[config.mk]
export PLATFORM = sky130hd
export DESIGN_NAME = qam_demapper
export DESIGN_NICKNAME = d
export VERILOG_FILES = /design/src/rtl/qam_demapper.sv
export SDC_FILE = /design/constraint.sdc
export NUM_CORES = 1
export LEC_CHECK = 0
export CORE_MARGIN = 5
export CORE_UTILIZATION = 53
export DETAILED_ROUTE_END_ITERATION = 10
export PLACE_DENSITY = 0.84
export SKIP_LAST_GASP = 1
export SLEW_MARGIN = 20
export SYNTH_ARGS = -nofsm -noshare
export SYNTH_HDL_FRONTEND = slang
export SYNTH_SLANG_ARGS = --single-unit
[constraint.sdc]
create_clock -name axi_clk -period 2.7 [get_ports axi_clk]
set_input_delay 0.54 -clock axi_clk [delete_from_list [all_inputs] [get_ports axi_clk]]
set_output_delay 0.54 -clock axi_clk [all_outputs]
set_load 0.005 [all_outputs]
[src/rtl/qam_demapper.sv]
// qam_demapper: 16-QAM decision slicer and symbol demapper.
// Decimates the matched-filtered I/Q stream to one decision sample per symbol,
// slices each axis against the 16-QAM grid and queues the recovered 4-bit
// symbols in a small first-word-fall-through FIFO with registered outputs.
//
// Ports:
//   axi_clk, axi_rstn        clock, async active-low reset (synchronised release)
//   demult_valid/_i/_q       sample strobe and signed 5Q12 I/Q samples
//   dout_valid/dout/dout_ready  symbol output handshake; dout[3:2]=I, dout[1:0]=Q
//   overflow                 sticky: a symbol was dropped on a full FIFO
// Optional (define QAM_DEMAP_EVM_EN):
//   evm_clr                  clears the error statistics
//   evm_acc/evm_cnt          saturating error-magnitude sum / decision count
module qam_demapper #(
    parameter int unsigned SPS          = 8,
    parameter int unsigned SAMPLE_PHASE = 4,
    parameter int unsigned SKIP         = 16,
    parameter int unsigned LEVEL        = 4096,
    parameter int unsigned FIFO_DEPTH   = 4
) (
    input  logic               axi_clk,
    input  logic               axi_rstn,
    input  logic               demult_valid,
    input  logic signed [17:0] demult_i,
    input  logic signed [17:0] demult_q,
    output logic               dout_valid,
    output logic [3:0]         dout,
    input  logic               dout_ready,
    output logic               overflow
`ifdef QAM_DEMAP_EVM_EN
    ,
    input  logic               evm_clr,
    output logic [31:0]        evm_acc,
    output logic [15:0]        evm_cnt
`endif
);

    localparam int unsigned PH_W   = $clog2(SPS);
    localparam int unsigned SKIP_W = (SKIP > 1) ? $clog2(SKIP + 1) : 1;
    localparam int unsigned PTR_W  = $clog2(FIFO_DEPTH);
    localparam int unsigned CNT_W  = PTR_W + 1;

    localparam logic signed [17:0] THR_HI = 18'(2 * LEVEL);
    localparam logic signed [17:0] THR_LO = -THR_HI;

    localparam logic [1:0] ST_IDLE = 2'd0;
    localparam logic [1:0] ST_ACQ  = 2'd1;
    localparam logic [1:0] ST_RUN  = 2'd2;

    // Per-axis decision; ties go to the upper region.
    function automatic logic [1:0] slice(input logic signed [17:0] x);
        if (x >= THR_HI)      return 2'b10;
        else if (!x[17])      return 2'b11;
        else if (x >= THR_LO) return 2'b01;
        else                  return 2'b00;
    endfunction

    // Reset: asynchronous assert, release synchronised to axi_clk.
    logic [1:0] rst_sync_q;
    logic       rst_n;

    always_ff @(posedge axi_clk or negedge axi_rstn) begin
        if (!axi_rstn) rst_sync_q <= 2'b00;
        else           rst_sync_q <= {rst_sync_q[0], 1'b1};
    end
    assign rst_n = rst_sync_q[1];

    // Acquisition / symbol-timing FSM.
    logic [1:0]        state_q, state_d;
    logic [SKIP_W-1:0] skip_cnt_q, skip_cnt_d;
    logic [PH_W-1:0]   phase_q, phase_d;
    logic              take_c;

    always_ff @(posedge axi_clk or negedge rst_n) begin
        if (!rst_n) begin
            state_q    <= ST_IDLE;
            skip_cnt_q <= '0;
            phase_q    <= '0;
        end else begin
            state_q    <= state_d;
            skip_cnt_q <= skip_cnt_d;
            phase_q    <= phase_d;
        end
    end

    always_comb begin
        state_d    = state_q;
        skip_cnt_d = skip_cnt_q;
        phase_d    = phase_q;
        take_c     = 1'b0;
        case (state_q)
            ST_IDLE: begin
                if (demult_valid) begin
                    if (SKIP == 0) begin
                        // First sample is already RUN phase 0.
                        state_d = ST_RUN;
                        take_c  = (SAMPLE_PHASE == 0);
                        phase_d = PH_W'(1);
                    end else if (SKIP == 1) begin
                        state_d = ST_RUN;
                    end else begin
                        state_d    = ST_ACQ;
                        skip_cnt_d = SKIP_W'(1);
                    end
                end
            end
            ST_ACQ: begin
                if (demult_valid) begin
                    skip_cnt_d = skip_cnt_q + SKIP_W'(1);
                    if (skip_cnt_q + SKIP_W'(1) == SKIP_W'(SKIP)) state_d = ST_RUN;
                end
            end
            ST_RUN: begin
                if (demult_valid) begin
                    take_c  = (phase_q == PH_W'(SAMPLE_PHASE));
                    phase_d = phase_q + PH_W'(1);
                end
            end
            default: state_d = ST_IDLE;
        endcase
    end

    // Registered decision feeding the FIFO one cycle later.
    logic       dec_valid_q;
    logic [3:0] dec_sym_q;

    always_ff @(posedge axi_clk or negedge rst_n) begin
        if (!rst_n) begin
            dec_valid_q <= 1'b0;
            dec_sym_q   <= '0;
        end else begin
            dec_valid_q <= take_c;
            if (take_c) dec_sym_q <= {slice(demult_i), slice(demult_q)};
        end
    end

    // FWFT FIFO; dout/dout_valid are registered copies of the next head.
    logic [3:0]       mem_q [FIFO_DEPTH];
    logic [PTR_W-1:0] wr_ptr_q, rd_ptr_q, rd_ptr_d;
    logic [CNT_W-1:0] count_q, count_d, count_after_pop;
    logic             pop_c, push_c, drop_c;
    logic             dout_valid_q, dout_valid_d;
    logic [3:0]       dout_q, dout_d;
    logic             overflow_q, overflow_d;

    always_comb begin
        pop_c           = dout_valid_q && dout_ready;
        push_c          = dec_valid_q && ((count_q != CNT_W'(FIFO_DEPTH)) || pop_c);
        drop_c          = dec_valid_q && !push_c;
        count_after_pop = count_q - CNT_W'(pop_c);
        count_d         = count_after_pop + CNT_W'(push_c);
        rd_ptr_d        = rd_ptr_q + PTR_W'(pop_c);
        dout_valid_d    = (count_d != '0);
        dout_d          = dout_q;
        // A push into an (effectively) empty FIFO bypasses straight to the head.
        if (push_c && count_after_pop == '0) dout_d = dec_sym_q;
        else if (count_after_pop != '0)      dout_d = mem_q[rd_ptr_d];
        overflow_d      = overflow_q | drop_c;
    end

    always_ff @(posedge axi_clk) begin
        if (push_c) mem_q[wr_ptr_q] <= dec_sym_q;
    end

    always_ff @(posedge axi_clk or negedge rst_n) begin
        if (!rst_n) begin
            wr_ptr_q     <= '0;
            rd_ptr_q     <= '0;
            count_q      <= '0;
            dout_valid_q <= 1'b0;
            dout_q       <= '0;
            overflow_q   <= 1'b0;
        end else begin
            wr_ptr_q     <= wr_ptr_q + PTR_W'(push_c);
            rd_ptr_q     <= rd_ptr_d;
            count_q      <= count_d;
            dout_valid_q <= dout_valid_d;
            dout_q       <= dout_d;
            overflow_q   <= overflow_d;
        end
    end

    assign dout_valid = dout_valid_q;
    assign dout       = dout_q;
    assign overflow   = overflow_q;

`ifdef QAM_DEMAP_EVM_EN
    localparam logic signed [18:0] LVL1 = 19'(LEVEL);
    localparam logic signed [18:0] LVL3 = 19'(3 * LEVEL);

    function automatic logic signed [18:0] ideal(input logic [1:0] b);
        case (b)
            2'b10:   return LVL3;
            2'b11:   return LVL1;
            2'b01:   return -LVL1;
            default: return -LVL3;
        endcase
    endfunction

    // |x - ideal(x)| in unsigned 5Q12.
    function automatic logic [18:0] axis_err(input logic signed [17:0] x);
        logic signed [18:0] diff;
        diff = {x[17], x} - ideal(slice(x));
        return diff[18] ? 19'(-diff) : 19'(diff);
    endfunction

    logic [31:0] evm_acc_q, evm_acc_d;
    logic [15:0] evm_cnt_q, evm_cnt_d;
    logic [19:0] err_c;
    logic [32:0] acc_sum_c;

    always_comb begin
        err_c     = 20'(axis_err(demult_i)) + 20'(axis_err(demult_q));
        acc_sum_c = {1'b0, evm_acc_q} + 33'(err_c);
        evm_acc_d = evm_acc_q;
        evm_cnt_d = evm_cnt_q;
        if (evm_clr) begin
            evm_acc_d = '0;
            evm_cnt_d = '0;
        end else if (take_c) begin
            evm_acc_d = acc_sum_c[32] ? 32'hFFFF_FFFF : acc_sum_c[31:0];
            evm_cnt_d = (evm_cnt_q == 16'hFFFF) ? evm_cnt_q : evm_cnt_q + 16'd1;
        end
    end

    always_ff @(posedge axi_clk or negedge rst_n) begin
        if (!rst_n) begin
            evm_acc_q <= '0;
            evm_cnt_q <= '0;
        end else begin
            evm_acc_q <= evm_acc_d;
            evm_cnt_q <= evm_cnt_d;
        end
    end

    assign evm_acc = evm_acc_q;
    assign evm_cnt = evm_cnt_q;
`endif

endmodule
; ---- Yosys cells after proc, flatten, opt, wreduce, memory -nomap -nowiden
; Memory sizes are Yosys's and may differ from the RTL's.
; Index checks and enable logic that the tools add are counted.
[op_classes]
n_eq_ne = 8
order_cmp = 4
bitwise = 2
shift = 0
muxes = 19
multipliers = 0
n_reduce_logical = 15
n_addsub = 6
div_mod_pow = 0
[op_table]
columns = cell, n
row1 = 18-bit by 14-bit greater-or-equal comparator with 1-bit output (second input constant), 2
row2 = 18-bit by 15-bit greater-or-equal comparator with 1-bit output (second input constant), 2
row3 = 2-bit 2-to-1 mux, 7
row4 = 5-bit 2-to-1 mux, 2
row5 = 5-bit one-hot mux with 2 select lines, 1
row6 = 4-bit 2-to-1 mux, 2
row7 = 1-bit 2-to-1 mux, 6
row8 = 2-bit inequality test (second input constant), 3
row9 = 2-bit one-hot mux with 3 select lines, 1
row10 = 3-bit nonzero test, 2
row11 = 5-bit by 1-bit adder with 5-bit output (second input constant), 1
row12 = 5-bit equality test (second input constant), 1
row13 = 2-bit by 1-bit adder with 2-bit output, 2
row14 = 1-bit logical AND, 4
row15 = 4-bit AND reduction, 1
row16 = 2-bit nonzero test, 2
row17 = 3-bit by 1-bit adder with 3-bit output, 1
row18 = 3-bit by 1-bit adder with 3-bit output (second input constant), 1
row19 = 3-bit equality test (second input constant), 1
row20 = 3-bit logical NOT, 1
row21 = 3-bit inequality test (second input constant), 1
row22 = 3-bit AND reduction, 1
row23 = 3-bit by 1-bit subtractor with 3-bit output, 1
row24 = 2-bit by 1-bit equality test with 1-bit output (second input constant), 1
row25 = other kinds (7), 7
[word_totals]
in_bits = 40
memories = 1
reg_bits = 30
mem_bits_ro = 0
output_inout_bits = 6
ramBits = 16
latchBits = 0
[memory_table]
columns = name, words, word_bits, rd, rd_clocked_by_memory_dff, wr, line_no
row1 = mem_q, 4, 4, 1, 0, 1, 138  ; logic [3:0] mem_q [FIFO_DEPTH];

; ---- Logic depth before layout (Yosys ltp)
[logic_depth]
ltp_word = 6
ltp_mapped = 8

; ---- Worst setup path before layout
; No wires, ideal clock.
[synth_path]
path_kind = input -> register
start = input port dout_ready
end = register dout_valid_q (netlist: dout_valid)
setup_time_ps = 131
slack_ps = 550
path_stages = 6
t_required_ps = 2569
arrival_ps = 2018
path_cell_list = and2_4 o31ai_4 inv_1 ha_1 ha_1 or3_1
[synth_between]
elab_chain_cells = 5
[synth_rtl]
columns = item, line_no
row1 = from (decl), 28  ; input logic dout_ready,
row2 = 1-bit logical AND (*), 147  ; pop_c = dout_valid_q && dout_ready;
row3 = "parallel branches: the longest is 2 deep, another holds 3-bit by 1-bit subtractor with 3-bit output", --
row4 = 3-bit by 1-bit adder with 3-bit output (*), 151  ; count_d = count_after_pop + CNT_W'(push_c);
row5 = via count_d[1], 140  ; logic [CNT_W-1:0] count_q, count_d, count_after_pop;
row6 = 3-bit nonzero test (*), 153  ; dout_valid_d = (count_d != '0);
row7 = via dout_valid_d, 142  ; logic dout_valid_q, dout_valid_d;
row8 = to (signal assigned), 177  ; dout_valid_q <= dout_valid_d;
row9 = to (decl), 142
; Mark *: on every way through the listed nets, which the timed path passes.
; A chain may end at the register's enable or synchronous reset.

; ---- Final worst setup path
; Ends and elaborated chain as after synthesis.

==> flow_metrics.env <==
export IMPL_die_w_um=70.8
export IMPL_grt_pass1_wl_um=5910
export IMPL_use_met2_pct=27.9
export IMPL_rows=22
export IMPL_synth_top_area_share_pct=38.4
export IMPL_p_leak_nw=1.06
export IMPL_cts_tree="built"
export IMPL_route_detailed_drc=0
export IMPL_area_growth_pct=18.8
export IMPL_grt_busiest_layer="met2"
export IMPL_crit_fanout=4
export IMPL_post_cts_resized=0
export IMPL_rsz0062_at_grt="no"
export IMPL_cts_path_max_buffers=2
export IMPL_ys_flop_type="dfrtp_1"
export IMPL_synth_most_common_cell="dfrtp_1"
export IMPL_cellPowerDensity_nw_per_um2=779
export IMPL_placement_cell_area_um2=2210
export IMPL_fin_area_um2=2320
export IMPL_cts_setup_buffers=0
export IMPL_drt_iter0_drc=70
export IMPL_cts_root_buf="clkbuf_8"
export IMPL_grt_util_met3_pct=4.97
export IMPL_grt_max_degree=29
export IMPL_yosysSeqAreaShare_pct=62.9
export IMPL_multi_input_area_um2=683
export IMPL_timing_rr_start="dout_valid"
export IMPL_ys_types=34
export IMPL_drive_gt1_share_pct=10.8
export IMPL_place_congestion=0.884
export IMPL_grt_pass1_vias=1296
export IMPL_vias=1216
export IMPL_path_clk_slew_ns=0.08
export IMPL_io_pins=46
export IMPL_finalClockSkew_ns=0.0109
export IMPL_drv_slew=0
export IMPL_timing_critical_path_arrival_ns=2.30
export IMPL_grt_total_usage_pct=15.3
export IMPL_fin_crit_sh_pct=78.2
export IMPL_ys_seq_elements=46
export IMPL_ys_async_sr_fraction_pct=65.2
export IMPL_final_seq_area_um2=1230
export IMPL_dp_hpwl_um=2560
export IMPL_numCtsBuffers=5
export IMPL_die_y_um=70.8
export IMPL_firstDrtPassIters=4
export IMPL_nNetsFinal=224
export IMPL_overflow=0
export IMPL_syn_area_per_cell_um2=13.1
export IMPL_hp_class="flip-flop to asynchronous set/reset pin"
export IMPL_status="complete, no violations"
export IMPL_antenna_found_initial=0
export IMPL_cp_start_kind="input port"
export IMPL_port_buffers=19
export IMPL_synth_top_area_cell="dfrtp_1"
export IMPL_fmaxAchievable_mhz=474
export IMPL_coreArea_um2=3610
export IMPL_start_util_pct=54.3
export IMPL_synth_common_cells="30 x dfrtp_1, 16 x edfxtp_1, 12 x nand2_1, 10 x o21ai_0"
export IMPL_synth_edf_count=16
export IMPL_diodes=0
export IMPL_required_ns=2.89
export IMPL_critical_path_class="input port to flip-flop"
export IMPL_htreeDepth=2
export IMPL_synthTopCellsByArea="dfrtp_1 38%, edfxtp_1 25%, ha_1 5.8%"
export IMPL_via_per_inst=5.43
export IMPL_tightest_slew_ns=0.617
export IMPL_antenna_left=0
export IMPL_routed_wl_um=3410
export IMPL_max_slew_margin_pct=58.9
export IMPL_drv_cap=0
export IMPL_end_kind="flip-flop"
export IMPL_syn_area_um2=1960
export IMPL_synthCells=149
export IMPL_globalRouteMet1Util_pct=16.2
export IMPL_clock_latency_ns=0.30
export IMPL_synthesis_nets=198
export IMPL_peakVddDrop_uv=433
export IMPL_r2r_worst_path_cells=7
export IMPL_final_hold_viol_count=0
export IMPL_die_area_um2=5010
export IMPL_routedWlPerCell_um=15.2
export IMPL_n_fill_cell=278
export IMPL_finalSetupViolCount=0
export IMPL_post_route_min_period_ns=2.11
export IMPL_clock_sinks=46
export IMPL_cts_hold_fix_buffers=0
export IMPL_yosysWarnings=0
export IMPL_regToRegSetupSlack_ns=0.82
export IMPL_final_setup_tns_ns=0
export IMPL_timing_rr_end="dout_valid"
## where the power goes
| part | internal, W | leakage [nW] | switching, W |
|---|---|---|---|
| registers | 0.000811 | 0.540 | 0.0000839 |
| clock network | 0.000276 | 0.0514 | 0.000223 |
| logic | 0.000206 | 0.465 | 0.000211 |
## logic make-up after synthesis
logic type                 synth area share [%]
AOI/OAI and AO/OA                          7.03
xor gates and xnor gates                   2.69
adders and majority gates                  5.75
buffers and inverters                      2.17
DFF                                        62.9
muxes                                      7.23
other                                     0.192
and+or+nand+nor                            12.0
## layout make-up
| class | count | share of cell area [%] |
|---|---|---|
| multi-input cells | 92 | 29.4 |
| clock buffers | 6 | 3.12 |
| repair buffers | 21 | 8.83 |
| inverters | 9 | 1.45 |
| flip-flops and latches | 46 | 53.0 |
| well taps | 48 | 2.58 |
| clock inverters | 2 | 1.61 |
## state kept, by name, indices dropped and copies added, names as in the netlist
| name | count |
|---|---|
| mem_q | 16 |
| overflow | 1 |
| count_q | 3 |
| dout | 4 |
| rd_ptr_q | 2 |
| dec_valid_q | 1 |
| state_q | 2 |
| skip_cnt_q | 5 |
| dout_valid | 1 |
| wr_ptr_q | 2 |
| rst_sync_q | 2 |
| dec_sym_q | 4 |
| phase_q | 3 |
## layout by cell type, fill, tap and decap left out, drive strengths merged
master         netlist  routed
dfrtp               30      30
clkdlybuf4s50        0      19
edfxtp              16      16
nand2               12      12
o21ai               10      10
inv                  9       9
nor2                 9       9
ha                   9       9
a21oi                6       6
clkbuf               1       6
xnor2                4       4
and3                 4       4
mux2i                4       4
mux4                 4       4
nand2b               3       3
nor3                 3       3
nand3                3       3
xor2                 2       2
nor3b                2       2
or4                  2       2
a31oi                2       2
buf                  1       2
o31ai                2       2
and2                 1       1
or3                  1       1
a31o                 1       1
and3b                1       1
nand4b               1       1
nand3b               1       1
nand4                1       1
mux2                 1       1
or2                  1       1
a21o                 1       1
clkinvlp             0       1
bufinv               0       1
conb                 1       1
## stage by stage
stage	utilization (%)	instances	hold WS [ns]	worst slack (ns)	total power, W
floorplan	-	149	0.244	0.550	0.00119
global placement	61.4	216	0.338	0.289	0.00128
detailed placement	61.4	216	0.340	0.267	0.00133
CTS	64.4	224	0.352	0.576	0.00182
global route	64.5	224	0.357	0.438	0.00192
finish	64.5	224	0.288	0.588	0.00181
## routing by layer
metal | share of wire [%] | wire length [µm] | up-vias
li1 | - | - | 583
met2 | 57 | 1960 | 23
met4 | 1.4 | 48 | 0
met3 | 3.6 | 124 | 6
met5 | 0 | 0 | -
met1 | 37 | 1280 | 604
## worst max-delay path, stage by stage
cell and delay [ns]:
clkdlybuf4s50_1 0.40, and2_4 0.16, o31ai_4 0.23, inv_1 0.11, ha_1 0.21, ha_1 0.19
xnor2_1 0.14, or3_1 0.31
## how the worst max path moves through the flow
stage | from | cells past startpoint | endpoint | slack (ns)
4_1_cts | dout_ready | 8 | dout_valid | 0.58
2_1_floorplan | dout_ready | 6 | dout_valid | 0.55
6_report | dout_ready | 8 | dout_valid | 0.59
3_3_place_gp | dout_ready | 7 | dout_valid | 0.29
3_5_place_dp | dout_ready | 7 | dout[3] | 0.27
5_1_grt | dout_ready | 7 | dout[3] | 0.44
(Power assumes the default switching activity.)
